<file path="src/rtl/regfile_write_arbiter_if.sv">
// Write-side bundle between the pipelines, late producers and the register file.
// The arbiter connects through slave; pipelines, producers and the register file model use master.
interface regfile_write_arbiter_if;
    logic        pipe_a_wen;
    logic [4:0]  pipe_a_waddr;
    logic [31:0] pipe_a_wdata;
    logic        pipe_b_wen;
    logic [4:0]  pipe_b_waddr;
    logic [31:0] pipe_b_wdata;
    logic        md_valid;
    logic        md_ready;
    logic [4:0]  md_waddr;
    logic [31:0] md_wdata;
    logic        ld_valid;
    logic        ld_ready;
    logic [4:0]  ld_waddr;
    logic [31:0] ld_wdata;
    logic        stall_req;
    logic        busy;
    logic        wen1_a;
    logic [4:0]  waddr1_a;
    logic [31:0] wdata1_a;
    logic        wen2_a;
    logic [4:0]  waddr2_a;
    logic [31:0] wdata2_a;

    modport slave (
        input  pipe_a_wen, pipe_a_waddr, pipe_a_wdata,
        input  pipe_b_wen, pipe_b_waddr, pipe_b_wdata,
        input  md_valid, md_waddr, md_wdata,
        input  ld_valid, ld_waddr, ld_wdata,
        output md_ready, ld_ready, stall_req, busy,
        output wen1_a, waddr1_a, wdata1_a,
        output wen2_a, waddr2_a, wdata2_a
    );

    modport master (
        output pipe_a_wen, pipe_a_waddr, pipe_a_wdata,
        output pipe_b_wen, pipe_b_waddr, pipe_b_wdata,
        output md_valid, md_waddr, md_wdata,
        output ld_valid, ld_waddr, ld_wdata,
        input  md_ready, ld_ready, stall_req, busy,
        input  wen1_a, waddr1_a, wdata1_a,
        input  wen2_a, waddr2_a, wdata2_a
    );
endinterface

</file>
<file path="src/rtl/regfile_write_arbiter.sv">
// Merges two in-order pipeline writes and two one-entry late producers onto the two register file write ports.
// 1-cycle registered latency; pipelines never stall, late producers wait on ready and force drain via stall_req.
module regfile_write_arbiter #(
    parameter int STARVE_LIMIT = 4
) (
    input  logic                    clk,
    input  logic                    rst,
    regfile_write_arbiter_if.slave  bus
);
    localparam logic [0:0] RR_MD = 1'b0;
    localparam logic [0:0] RR_LD = 1'b1;

    logic        md_held_q, md_held_d, ld_held_q, ld_held_d;
    logic [4:0]  md_addr_q, md_addr_d, ld_addr_q, ld_addr_d;
    logic [31:0] md_data_q, md_data_d, ld_data_q, ld_data_d;
    logic [3:0]  md_age_q, md_age_d, ld_age_q, ld_age_d;
    logic [0:0]  rr_q, rr_d;
    logic        stall_q, stall_d, busy_q, busy_d;
    logic        wen1_q, wen1_d, wen2_q, wen2_d;
    logic [4:0]  waddr1_q, waddr1_d, waddr2_q, waddr2_d;
    logic [31:0] wdata1_q, wdata1_d, wdata2_q, wdata2_d;

    logic free1, free2, md_sq, ld_sq, md_elig, ld_elig, same_addr;
    logic first_is_ld, first_elig, second_elig, first_gnt, second_gnt;
    logic first_port2, second_port2, md_gnt, ld_gnt, md_port2, ld_port2;
    logic md_clear, ld_clear, md_cap, ld_cap;

    always_comb begin
        free1 = !bus.pipe_a_wen;
        free2 = !bus.pipe_b_wen;
        // A same-cycle pipeline write to the held register is younger, so the held value is dead.
        md_sq = md_held_q && ((bus.pipe_a_wen && (bus.pipe_a_waddr == md_addr_q)) ||
                              (bus.pipe_b_wen && (bus.pipe_b_waddr == md_addr_q)));
        ld_sq = ld_held_q && ((bus.pipe_a_wen && (bus.pipe_a_waddr == ld_addr_q)) ||
                              (bus.pipe_b_wen && (bus.pipe_b_waddr == ld_addr_q)));
        md_elig   = md_held_q && !md_sq;
        ld_elig   = ld_held_q && !ld_sq;
        same_addr = md_elig && ld_elig && (md_addr_q == ld_addr_q);

        first_is_ld  = (rr_q == RR_LD);
        first_elig   = first_is_ld ? ld_elig : md_elig;
        second_elig  = (first_is_ld ? md_elig : ld_elig) && !same_addr;
        first_gnt    = first_elig && (free1 || free2);
        first_port2  = !free1;
        second_gnt   = second_elig && (first_gnt ? (free1 && free2) : (free1 || free2));
        second_port2 = first_gnt || !free1;

        md_gnt   = first_is_ld ? second_gnt   : first_gnt;
        md_port2 = first_is_ld ? second_port2 : first_port2;
        ld_gnt   = first_is_ld ? first_gnt    : second_gnt;
        ld_port2 = first_is_ld ? first_port2  : second_port2;
    end

    always_comb begin
        wen1_d   = 1'b0;
        waddr1_d = 5'd0;
        wdata1_d = 32'd0;
        if (bus.pipe_a_wen) begin
            wen1_d   = 1'b1;
            waddr1_d = bus.pipe_a_waddr;
            wdata1_d = bus.pipe_a_wdata;
        end else if (md_gnt && !md_port2) begin
            wen1_d   = 1'b1;
            waddr1_d = md_addr_q;
            wdata1_d = md_data_q;
        end else if (ld_gnt && !ld_port2) begin
            wen1_d   = 1'b1;
            waddr1_d = ld_addr_q;
            wdata1_d = ld_data_q;
        end

        wen2_d   = 1'b0;
        waddr2_d = 5'd0;
        wdata2_d = 32'd0;
        if (bus.pipe_b_wen) begin
            wen2_d   = 1'b1;
            waddr2_d = bus.pipe_b_waddr;
            wdata2_d = bus.pipe_b_wdata;
        end else if (md_gnt && md_port2) begin
            wen2_d   = 1'b1;
            waddr2_d = md_addr_q;
            wdata2_d = md_data_q;
        end else if (ld_gnt && ld_port2) begin
            wen2_d   = 1'b1;
            waddr2_d = ld_addr_q;
            wdata2_d = ld_data_q;
        end
    end

    always_comb begin
        md_clear = md_sq || md_gnt;
        ld_clear = ld_sq || ld_gnt;
        md_cap   = bus.md_valid && !md_held_q;
        ld_cap   = bus.ld_valid && !ld_held_q;

        // Writes to r0 are acknowledged but never occupy the slot.
        md_held_d = md_held_q ? !md_clear : (md_cap && (bus.md_waddr != 5'd0));
        ld_held_d = ld_held_q ? !ld_clear : (ld_cap && (bus.ld_waddr != 5'd0));
        md_addr_d = md_cap ? bus.md_waddr : md_addr_q;
        md_data_d = md_cap ? bus.md_wdata : md_data_q;
        ld_addr_d = ld_cap ? bus.ld_waddr : ld_addr_q;
        ld_data_d = ld_cap ? bus.ld_wdata : ld_data_q;

        md_age_d = 4'd0;
        if (md_held_q && !md_clear)
            md_age_d = (md_age_q == 4'd15) ? md_age_q : md_age_q + 4'd1;
        ld_age_d = 4'd0;
        if (ld_held_q && !ld_clear)
            ld_age_d = (ld_age_q == 4'd15) ? ld_age_q : ld_age_q + 4'd1;

        rr_d = rr_q;
        if (md_elig && ld_elig && (md_gnt ^ ld_gnt))
            rr_d = md_gnt ? RR_LD : RR_MD;

        stall_d = (md_age_d >= 4'(STARVE_LIMIT)) || (ld_age_d >= 4'(STARVE_LIMIT));
        busy_d  = md_held_d || ld_held_d;
    end

    always_ff @(posedge clk or posedge rst) begin
        if (rst) begin
            md_held_q <= 1'b0;
            ld_held_q <= 1'b0;
            md_addr_q <= 5'd0;
            ld_addr_q <= 5'd0;
            md_data_q <= 32'd0;
            ld_data_q <= 32'd0;
            md_age_q  <= 4'd0;
            ld_age_q  <= 4'd0;
            rr_q      <= RR_MD;
            stall_q   <= 1'b0;
            busy_q    <= 1'b0;
            wen1_q    <= 1'b0;
            waddr1_q  <= 5'd0;
            wdata1_q  <= 32'd0;
            wen2_q    <= 1'b0;
            waddr2_q  <= 5'd0;
            wdata2_q  <= 32'd0;
        end else begin
            md_held_q <= md_held_d;
            ld_held_q <= ld_held_d;
            md_addr_q <= md_addr_d;
            ld_addr_q <= ld_addr_d;
            md_data_q <= md_data_d;
            ld_data_q <= ld_data_d;
            md_age_q  <= md_age_d;
            ld_age_q  <= ld_age_d;
            rr_q      <= rr_d;
            stall_q   <= stall_d;
            busy_q    <= busy_d;
            wen1_q    <= wen1_d;
            waddr1_q  <= waddr1_d;
            wdata1_q  <= wdata1_d;
            wen2_q    <= wen2_d;
            waddr2_q  <= waddr2_d;
            wdata2_q  <= wdata2_d;
        end
    end

    assign bus.md_ready  = !md_held_q;
    assign bus.ld_ready  = !ld_held_q;
    assign bus.stall_req = stall_q;
    assign bus.busy      = busy_q;
    assign bus.wen1_a    = wen1_q;
    assign bus.waddr1_a  = waddr1_q;
    assign bus.wdata1_a  = wdata1_q;
    assign bus.wen2_a    = wen2_q;
    assign bus.waddr2_a  = waddr2_q;
    assign bus.wdata2_a  = wdata2_q;
endmodule

</file>
<file path="src/flat_wrapper.sv">
// flat-port wrapper written by rule: the top's interface ports become plain ports
module regfile_write_arbiter_flat 
#(
    parameter int STARVE_LIMIT = 4
)
  (clk, rst, bus_pipe_a_wen, bus_pipe_a_waddr, bus_pipe_a_wdata, bus_pipe_b_wen, bus_pipe_b_waddr, bus_pipe_b_wdata, bus_md_valid, bus_md_waddr, bus_md_wdata, bus_ld_valid, bus_ld_waddr, bus_ld_wdata, bus_md_ready, bus_ld_ready, bus_stall_req, bus_busy, bus_wen1_a, bus_waddr1_a, bus_wdata1_a, bus_wen2_a, bus_waddr2_a, bus_wdata2_a);
  regfile_write_arbiter_if bus_i ();
  input  logic clk;
  input  logic rst;
  input wire logic [$bits(bus_i.pipe_a_wen)-1:0] bus_pipe_a_wen;
  input wire logic [$bits(bus_i.pipe_a_waddr)-1:0] bus_pipe_a_waddr;
  input wire logic [$bits(bus_i.pipe_a_wdata)-1:0] bus_pipe_a_wdata;
  input wire logic [$bits(bus_i.pipe_b_wen)-1:0] bus_pipe_b_wen;
  input wire logic [$bits(bus_i.pipe_b_waddr)-1:0] bus_pipe_b_waddr;
  input wire logic [$bits(bus_i.pipe_b_wdata)-1:0] bus_pipe_b_wdata;
  input wire logic [$bits(bus_i.md_valid)-1:0] bus_md_valid;
  input wire logic [$bits(bus_i.md_waddr)-1:0] bus_md_waddr;
  input wire logic [$bits(bus_i.md_wdata)-1:0] bus_md_wdata;
  input wire logic [$bits(bus_i.ld_valid)-1:0] bus_ld_valid;
  input wire logic [$bits(bus_i.ld_waddr)-1:0] bus_ld_waddr;
  input wire logic [$bits(bus_i.ld_wdata)-1:0] bus_ld_wdata;
  output wire logic [$bits(bus_i.md_ready)-1:0] bus_md_ready;
  output wire logic [$bits(bus_i.ld_ready)-1:0] bus_ld_ready;
  output wire logic [$bits(bus_i.stall_req)-1:0] bus_stall_req;
  output wire logic [$bits(bus_i.busy)-1:0] bus_busy;
  output wire logic [$bits(bus_i.wen1_a)-1:0] bus_wen1_a;
  output wire logic [$bits(bus_i.waddr1_a)-1:0] bus_waddr1_a;
  output wire logic [$bits(bus_i.wdata1_a)-1:0] bus_wdata1_a;
  output wire logic [$bits(bus_i.wen2_a)-1:0] bus_wen2_a;
  output wire logic [$bits(bus_i.waddr2_a)-1:0] bus_waddr2_a;
  output wire logic [$bits(bus_i.wdata2_a)-1:0] bus_wdata2_a;
  assign bus_i.pipe_a_wen = bus_pipe_a_wen;
  assign bus_i.pipe_a_waddr = bus_pipe_a_waddr;
  assign bus_i.pipe_a_wdata = bus_pipe_a_wdata;
  assign bus_i.pipe_b_wen = bus_pipe_b_wen;
  assign bus_i.pipe_b_waddr = bus_pipe_b_waddr;
  assign bus_i.pipe_b_wdata = bus_pipe_b_wdata;
  assign bus_i.md_valid = bus_md_valid;
  assign bus_i.md_waddr = bus_md_waddr;
  assign bus_i.md_wdata = bus_md_wdata;
  assign bus_i.ld_valid = bus_ld_valid;
  assign bus_i.ld_waddr = bus_ld_waddr;
  assign bus_i.ld_wdata = bus_ld_wdata;
  assign bus_md_ready = bus_i.md_ready;
  assign bus_ld_ready = bus_i.ld_ready;
  assign bus_stall_req = bus_i.stall_req;
  assign bus_busy = bus_i.busy;
  assign bus_wen1_a = bus_i.wen1_a;
  assign bus_waddr1_a = bus_i.waddr1_a;
  assign bus_wdata1_a = bus_i.wdata1_a;
  assign bus_wen2_a = bus_i.wen2_a;
  assign bus_waddr2_a = bus_i.waddr2_a;
  assign bus_wdata2_a = bus_i.wdata2_a;
  regfile_write_arbiter #(.STARVE_LIMIT(STARVE_LIMIT)) u_core (.clk(clk), .rst(rst), .bus(bus_i));
endmodule
</file>
<file path="config.mk">
export PLATFORM = sky130hd
export DESIGN_NAME = regfile_write_arbiter_flat
export DESIGN_NICKNAME = d
export VERILOG_FILES = /design/src/rtl/regfile_write_arbiter_if.sv /design/src/rtl/regfile_write_arbiter.sv /design/src/flat_wrapper.sv
export SDC_FILE = /design/constraint.sdc
export NUM_CORES = 1
export LEC_CHECK = 0
export BUFFER_PORTS_ARGS = -buffer_cell sky130_fd_sc_hd__buf_2
export CORE_AREA = 2 2 123 125
export DETAILED_ROUTE_END_ITERATION = 16
export DIE_AREA = 0 0 125 127
export HOLD_SLACK_MARGIN = 0.02
export PLACE_DENSITY = 0.79
export SYNTH_ARGS = -nofsm -noshare
export SYNTH_HDL_FRONTEND = slang
export SYNTH_SLANG_ARGS = --single-unit
</file>
<file path="constraint.sdc">
create_clock -name clk -period 6.6 [get_ports clk]
set_input_delay 1.32 -clock clk [delete_from_list [all_inputs] [get_ports clk]]
set_output_delay 1.32 -clock clk [all_outputs]
set_load 0.02 [all_outputs]
</file>
Word-level counts from Yosys, hierarchy flattened
Cells that the tools add are included.
Operators by class
  $add $sub $neg: 2
  order comparisons: 2
  equal/unequal tests: 7
  multiplexer cells: 32
  bitwise logic cells: 1
  reductions and logical operators: 46
Operators with widths (count)
  $mux 32: 6
  $mux 5: 6
  $eq 5x5->1: 5
  $logic_and 1x1->1: 25
  $mux 1: 16
  $mux 4: 4
  $logic_not 1->1: 11
  $reduce_bool 5->1: 2
  $add 4x1->4 const B: 2
  $eq 4x4->1 const B: 2
  $ge 4x3->1 const B: 2
  $logic_or 1x1->1: 8
  $xor 1x1->1: 1
Storage, ports and cells
  flip-flop bits (word level): 163
  input port bits: 154
  output and inout bits: 80
  word-level logic and storage cells: 107

Longest topological paths before layout
  word-level depth: 18
  depth in mapped cells: 9
  depth with buffers taken out: 6

Worst setup path after synthesis
Ideal clock, no wire load.
  path kind: in2reg
  start point: input port bus_pipe_a_wen
  end point: register u_core.wdata2_q[10] (netlist: u_core.bus.wdata2_a[10])
  library setup time: 126 ps
  data arrival time: 2728 ps
  required time: 6474 ps
  slack: 3746 ps
  stages on the path: 7
  buffers on the path: 2
  cell sequence: buf_2 inv_1 nor4_2 nor3b_2 mux2i_4 buf_6 a221o_1
On the way
  cells in the longest elaborated chain, start to end: 15
  elaborated cells on any way between the ends: 32
  classes of those cells: mux: 10; reduce/logical: 22
Ends and longest elaborated chain
  start, declared: RTL line flat_wrapper.sv:10  | input wire logic [$bits(bus_i.pipe_a_wen)-1:0] bus_pipe_a_wen;
  $logic_and 1x1->1, on equally long branches: RTL line regfile_write_arbiter.sv:32, regfile_write_arbiter.sv:34
  $logic_or 1x1->1, on equally long branches: RTL line regfile_write_arbiter.sv:32, regfile_write_arbiter.sv:34
  $logic_and 1x1->1, on equally long branches: RTL line regfile_write_arbiter.sv:32, regfile_write_arbiter.sv:34
  $logic_not 1->1, on equally long branches: RTL line regfile_write_arbiter.sv:36, regfile_write_arbiter.sv:37
  $logic_and 1x1->1, on equally long branches: RTL line regfile_write_arbiter.sv:36, regfile_write_arbiter.sv:37
  $logic_and 1x1->1 (2 in a row): RTL line regfile_write_arbiter.sv:38  | same_addr = md_elig && ld_elig && (md_addr_q == ld_addr_q);
  $logic_not 1->1: RTL line regfile_write_arbiter.sv:42  | second_elig = (first_is_ld ? md_elig : ld_elig) && !same_addr;
  $logic_and 1x1->1: RTL line regfile_write_arbiter.sv:42
  $logic_and 1x1->1: RTL line regfile_write_arbiter.sv:45  | second_gnt = second_elig && (first_gnt ? (free1 && free2) : (free1 || free2));
  $mux 1: RTL line regfile_write_arbiter.sv:50  | ld_gnt = first_is_ld ? first_gnt : second_gnt;
  $logic_and 1x1->1: RTL line regfile_write_arbiter.sv:83  | end else if (ld_gnt && ld_port2) begin
  $mux 32: RTL line regfile_write_arbiter.sv:83
  $mux 32 *: RTL line regfile_write_arbiter.sv:79  | end else if (md_gnt && md_port2) begin
  $mux 32 *: RTL line regfile_write_arbiter.sv:75  | if (bus.pipe_b_wen) begin
  via u_core.wdata2_d[10]: RTL line regfile_write_arbiter.sv:21  | logic [31:0] wdata1_q, wdata1_d, wdata2_q, wdata2_d;
  end signal, assigned: RTL line regfile_write_arbiter.sv:155  | wdata2_q <= wdata2_d;
  end, declared: RTL line regfile_write_arbiter.sv:21
The timed path passes the listed nets; every way through them passes the cells marked *.
A chain may end at the register's enable or synchronous reset.

Worst setup path in the final report
  start point: input port bus_pipe_a_wen
  end point: register u_core.wdata2_q[27] (netlist: u_core.bus.wdata2_a[27])
The elaborated chain is that of the path after synthesis.

==> flow_summary.json <==
{
  "dp.cells": 929,
  "min_period_ns": 4.000,
  "n_antenna_cell": 0,
  "startpoint": "bus_pipe_a_wen",
  "slowest_delay_ns": 0.79,
  "worst-path-buf-inv": 3,
  "htreeDepth": 4,
  "cts_tree": "built",
  "worstPathArrival_ns": 4.35,
  "synth_top_cell_by_area": "dfrtp_1",
  "yosysUniqueCellTypes": 44,
  "worstSetupEndpointType": "flop",
  "io_pins": 234,
  "cp.required_ns": 6.95,
  "crit_type": "input port to flop",
  "cap_violations": 0,
  "first_iter_violations": 650,
  "grt_overflow_total": 0,
  "cts_setup_buffers": 0,
  "ir_worst_vdd_mv": 0.1938,
  "cts_resized": 0,
  "grt_pass1_vias": 5811,
  "max_freq_ghz": 0.2500,
  "status": "completed",
  "chipHeight_um": 127,
  "numCtsBuffers": 17,
  "path_clk_slew_ns": 0.06,
  "hp-start": "u_core.ld_data_q[21]",
  "drive_above_1_share_pct": 46.79,
  "grt_pass1_wl_um": 30890,
  "route.final.wire_length_um": 19810,
  "ctsHoldBuffers": 0,
  "cellLeakagePower_nw": 4.403,
  "post-route-period-util_pct": 60.61,
  "hold_depth": 2,
  "worstMarginPinSlew_ns": 1.068,
  "r2r-end": "u_core.bus.wdata2_a[27]",
  "synth_top_area_share_pct": 57.49,
  "routed-wl-met2_um": 9706,
  "hp-class": "flop to flop",
  "synth-edff-count": 0,
  "gp_congestion": 0.8750,
  "ys_seq_area_share_pct": 57.49,
  "power.total_w": 0.003438,
  "synth.area.top_cells": "dfrtp_1 57%, mux2_2 12%, a222oi_1 5.2%",
  "antenna_found_initial": 0,
  "num_rows": 44,
  "wl_met3_um": 1793,
  "crit_slowest_cell": "buf_2",
  "setup_tns_ns": 0,
  "yosys_warnings": 0,
  "core_area_sq_mm": 0.01442,
  "drt.antenna.violating_nets": 0,
  "area_delta_synth_final_pct": 25.75,
  "p_per_area_mw_per_mm2": 385.4,
  "critPathMaxFanout": 45,
  "die_w_um": 125,
  "postSynthCellCount": 547,
  "ys.flop_type": "dfrtp_1",
  "reg2reg_depth": 7,
  "cts_root_buf": "clkbuf_16",
  "finalMaxSlewViolations": 0,
  "drtPass1Iterations": 9,
  "whs_endpoint": "u_core.bus.wdata1_a[21]",
  "clk_path_buf_depth": 2,
  "max-slew-margin-rel_pct": 28.79,
  "skew_ns": 0.01177,
  "grt_use_total_pct": 25.05,
  "worstPathCellList": "buf_2, inv_1, nor2_1, o311ai_1, a21oi_1, a41o_1, buf_4, a221o_1",
  "synth.avg_cell_area_sq_um": 12.97,
  "fin_nets": 921,
  "drc": 0,
  "stdcell_count": 962,
  "synth_nets": 703,
  "ys_ff_latch": 163,
  "finalHoldViolCount": 0,
  "vias_per_cell": 5.809,
  "dieArea_sq_mm": 0.01588,
  "wl_per_cell_um": 20.60,
  "r2r_start": "u_core.md_addr_q[2]",
  "clk_latency_ns": 0.43,
  "r2r_setup_slack_ns": 3.75,
  "rsz0062_at_grt": "no",
  "hpwl_um": 13300,
  "num_vias": 5588,
  "met1_length_um": 7654,
  "cts_sinks": 163,
  "topRoutingLayerUsed": "met4",
  "grt_max_degree": 121,
  "portBuffers": 233,
  "cp-start-kind": "input port",
  "netlist_area_sq_mm": 0.007096,
  "async_flop_share_pct": 100.0,
  "start_util_pct": 49.19,
  "setup_viol": 0,
  "critical_path.top_delay_family": "buffers and inverters"
}
where the power goes:
group / switching [W] / total [W] / internal (W)
Combinational: 0.000530 / 0.000955 / 0.000425
Clock: 0.000413 / 0.000985 / 0.000572
Sequential: 0.000224 / 0.00150 / 0.00127
worst max path at each step:
| stage | endpoint | slack (ns) | depth (start not counted) |
|---|---|---|---|
| after floorplan | u_core.bus.busy | 0.88 | 1 |
| after global placement | u_core.bus.waddr2_a[2] | 2.35 | 6 |
| after detailed placement | u_core.bus.waddr2_a[0] | 2.19 | 6 |
| after CTS | u_core.bus.wdata2_a[0] | 2.65 | 6 |
| after global routing | u_core.bus.wdata2_a[27] | 2.46 | 8 |
| final | u_core.bus.wdata2_a[27] | 2.60 | 8 |
sequential cells by signal, indices dropped and copies added, names as in the netlist, 4 cells and up:
signal and cells:
u_core.md_data_q 32, u_core.md_addr_q 5, u_core.bus.wdata2_a 32, u_core.bus.waddr1_a 5, u_core.bus.waddr2_a 5, u_core.ld_data_q 32, u_core.ld_age_q 4, u_core.bus.wdata1_a 32
u_core.ld_addr_q 5, u_core.md_age_q 4
metal layers:
metal	track usage [%]	vias to the layer above
met4	12.81	0
met3	6.114	57
met2	41.50	349
li1	-	2436
met5	0	-
met1	30.83	2746
layout by cell type (no fill, tap or decap), drive strengths merged, types with 2 or more instances in the layout:
cell type / synthesis / layout
a222oi: 37 / 37
dfrtp: 163 / 163
buf: 27 / 240
nand3: 9 / 9
mux2i: 3 / 3
mux2: 74 / 74
clkinv: 0 / 6
xnor2: 16 / 16
nor2b: 4 / 4
nor2: 19 / 19
xor2: 12 / 12
o21ai: 7 / 7
nor3b: 3 / 3
nand2: 9 / 9
a221o: 37 / 37
clkbuf: 14 / 18
bufinv: 0 / 2
a21oi: 5 / 5
ha: 2 / 2
inv: 41 / 46
nand4: 3 / 3
nor3: 7 / 7
a31oi: 4 / 4
or4: 2 / 2
and2: 38 / 38
worst register-to-register path: stages (launching register included):
cell,delay (ns)
dfrtp_1,0.48
xor2_1,0.20
nor3_1,0.31
nand3_1,0.20
a21oi_1,0.26
a41o_1,0.70
buf_4,0.40
a221o_1,0.23
synthesized netlist by cell type, types with 2 or more instances:
master	n
dfrtp_1	163
mux2_2	74
inv_1	41
and2_1	38
a222oi_1	37
a221o_1	30
nor2_1	19
xnor2_1	16
clkbuf_1	14
xor2_1	12
buf_2	11
nand2_1	9
nand3_1	9
a221o_2	7
buf_6	7
a21oi_1	5
buf_1	5
nor3_1	5
o21ai_0	5
a31oi_1	4
nor2b_1	4
buf_8	3
nand4_1	3
ha_1	2
mux2i_1	2
nor3_2	2
nor3b_2	2
or4_1	2
stage by stage:
step / setup slack (ns) / hold slack (ns) / utilization, % / cell area (sq um)
2_1_floorplan: 0.8750 / 0.4720 / - / 7096
3_3_place_gp: 2.348 / 0.4922 / 57.62 / 8312
3_5_place_dp: 2.188 / 0.5014 / 57.62 / 8312
4_1_cts: 2.650 / 0.5100 / 61.72 / 8902
5_1_grt: 2.459 / 0.5202 / 61.86 / 8922
6_report: 2.600 / 0.5155 / 61.86 / 8922
cells by family (layout without fill, tap and decap cells):
group                      after synthesis  after routing  share of synthesized area, %
muxes                                   77             77                         12.34
buffers and inverters                   82            313                         5.802
adders and majority gates                2              2                        0.3526
xor gates and xnor gates                28             28                         3.456
AOI/OAI and AO/OA                       98             98                         12.80
DFF                                    163            163                         57.49
and+or+nand+nor                         97             97                         7.759
layout make-up:
cell class,count,area (sq um)
Fill cell,1135,5502
Sequential cell,163,4079
Multi-Input combinational cell,302,2633
Timing Repair Buffer,240,1231
Clock buffer,18,439.2
Tap cell,184,230.2
Inverter,41,158.9
Clock inverter,14,151.4
Note: power is estimated with default switching activity, not from simulation.
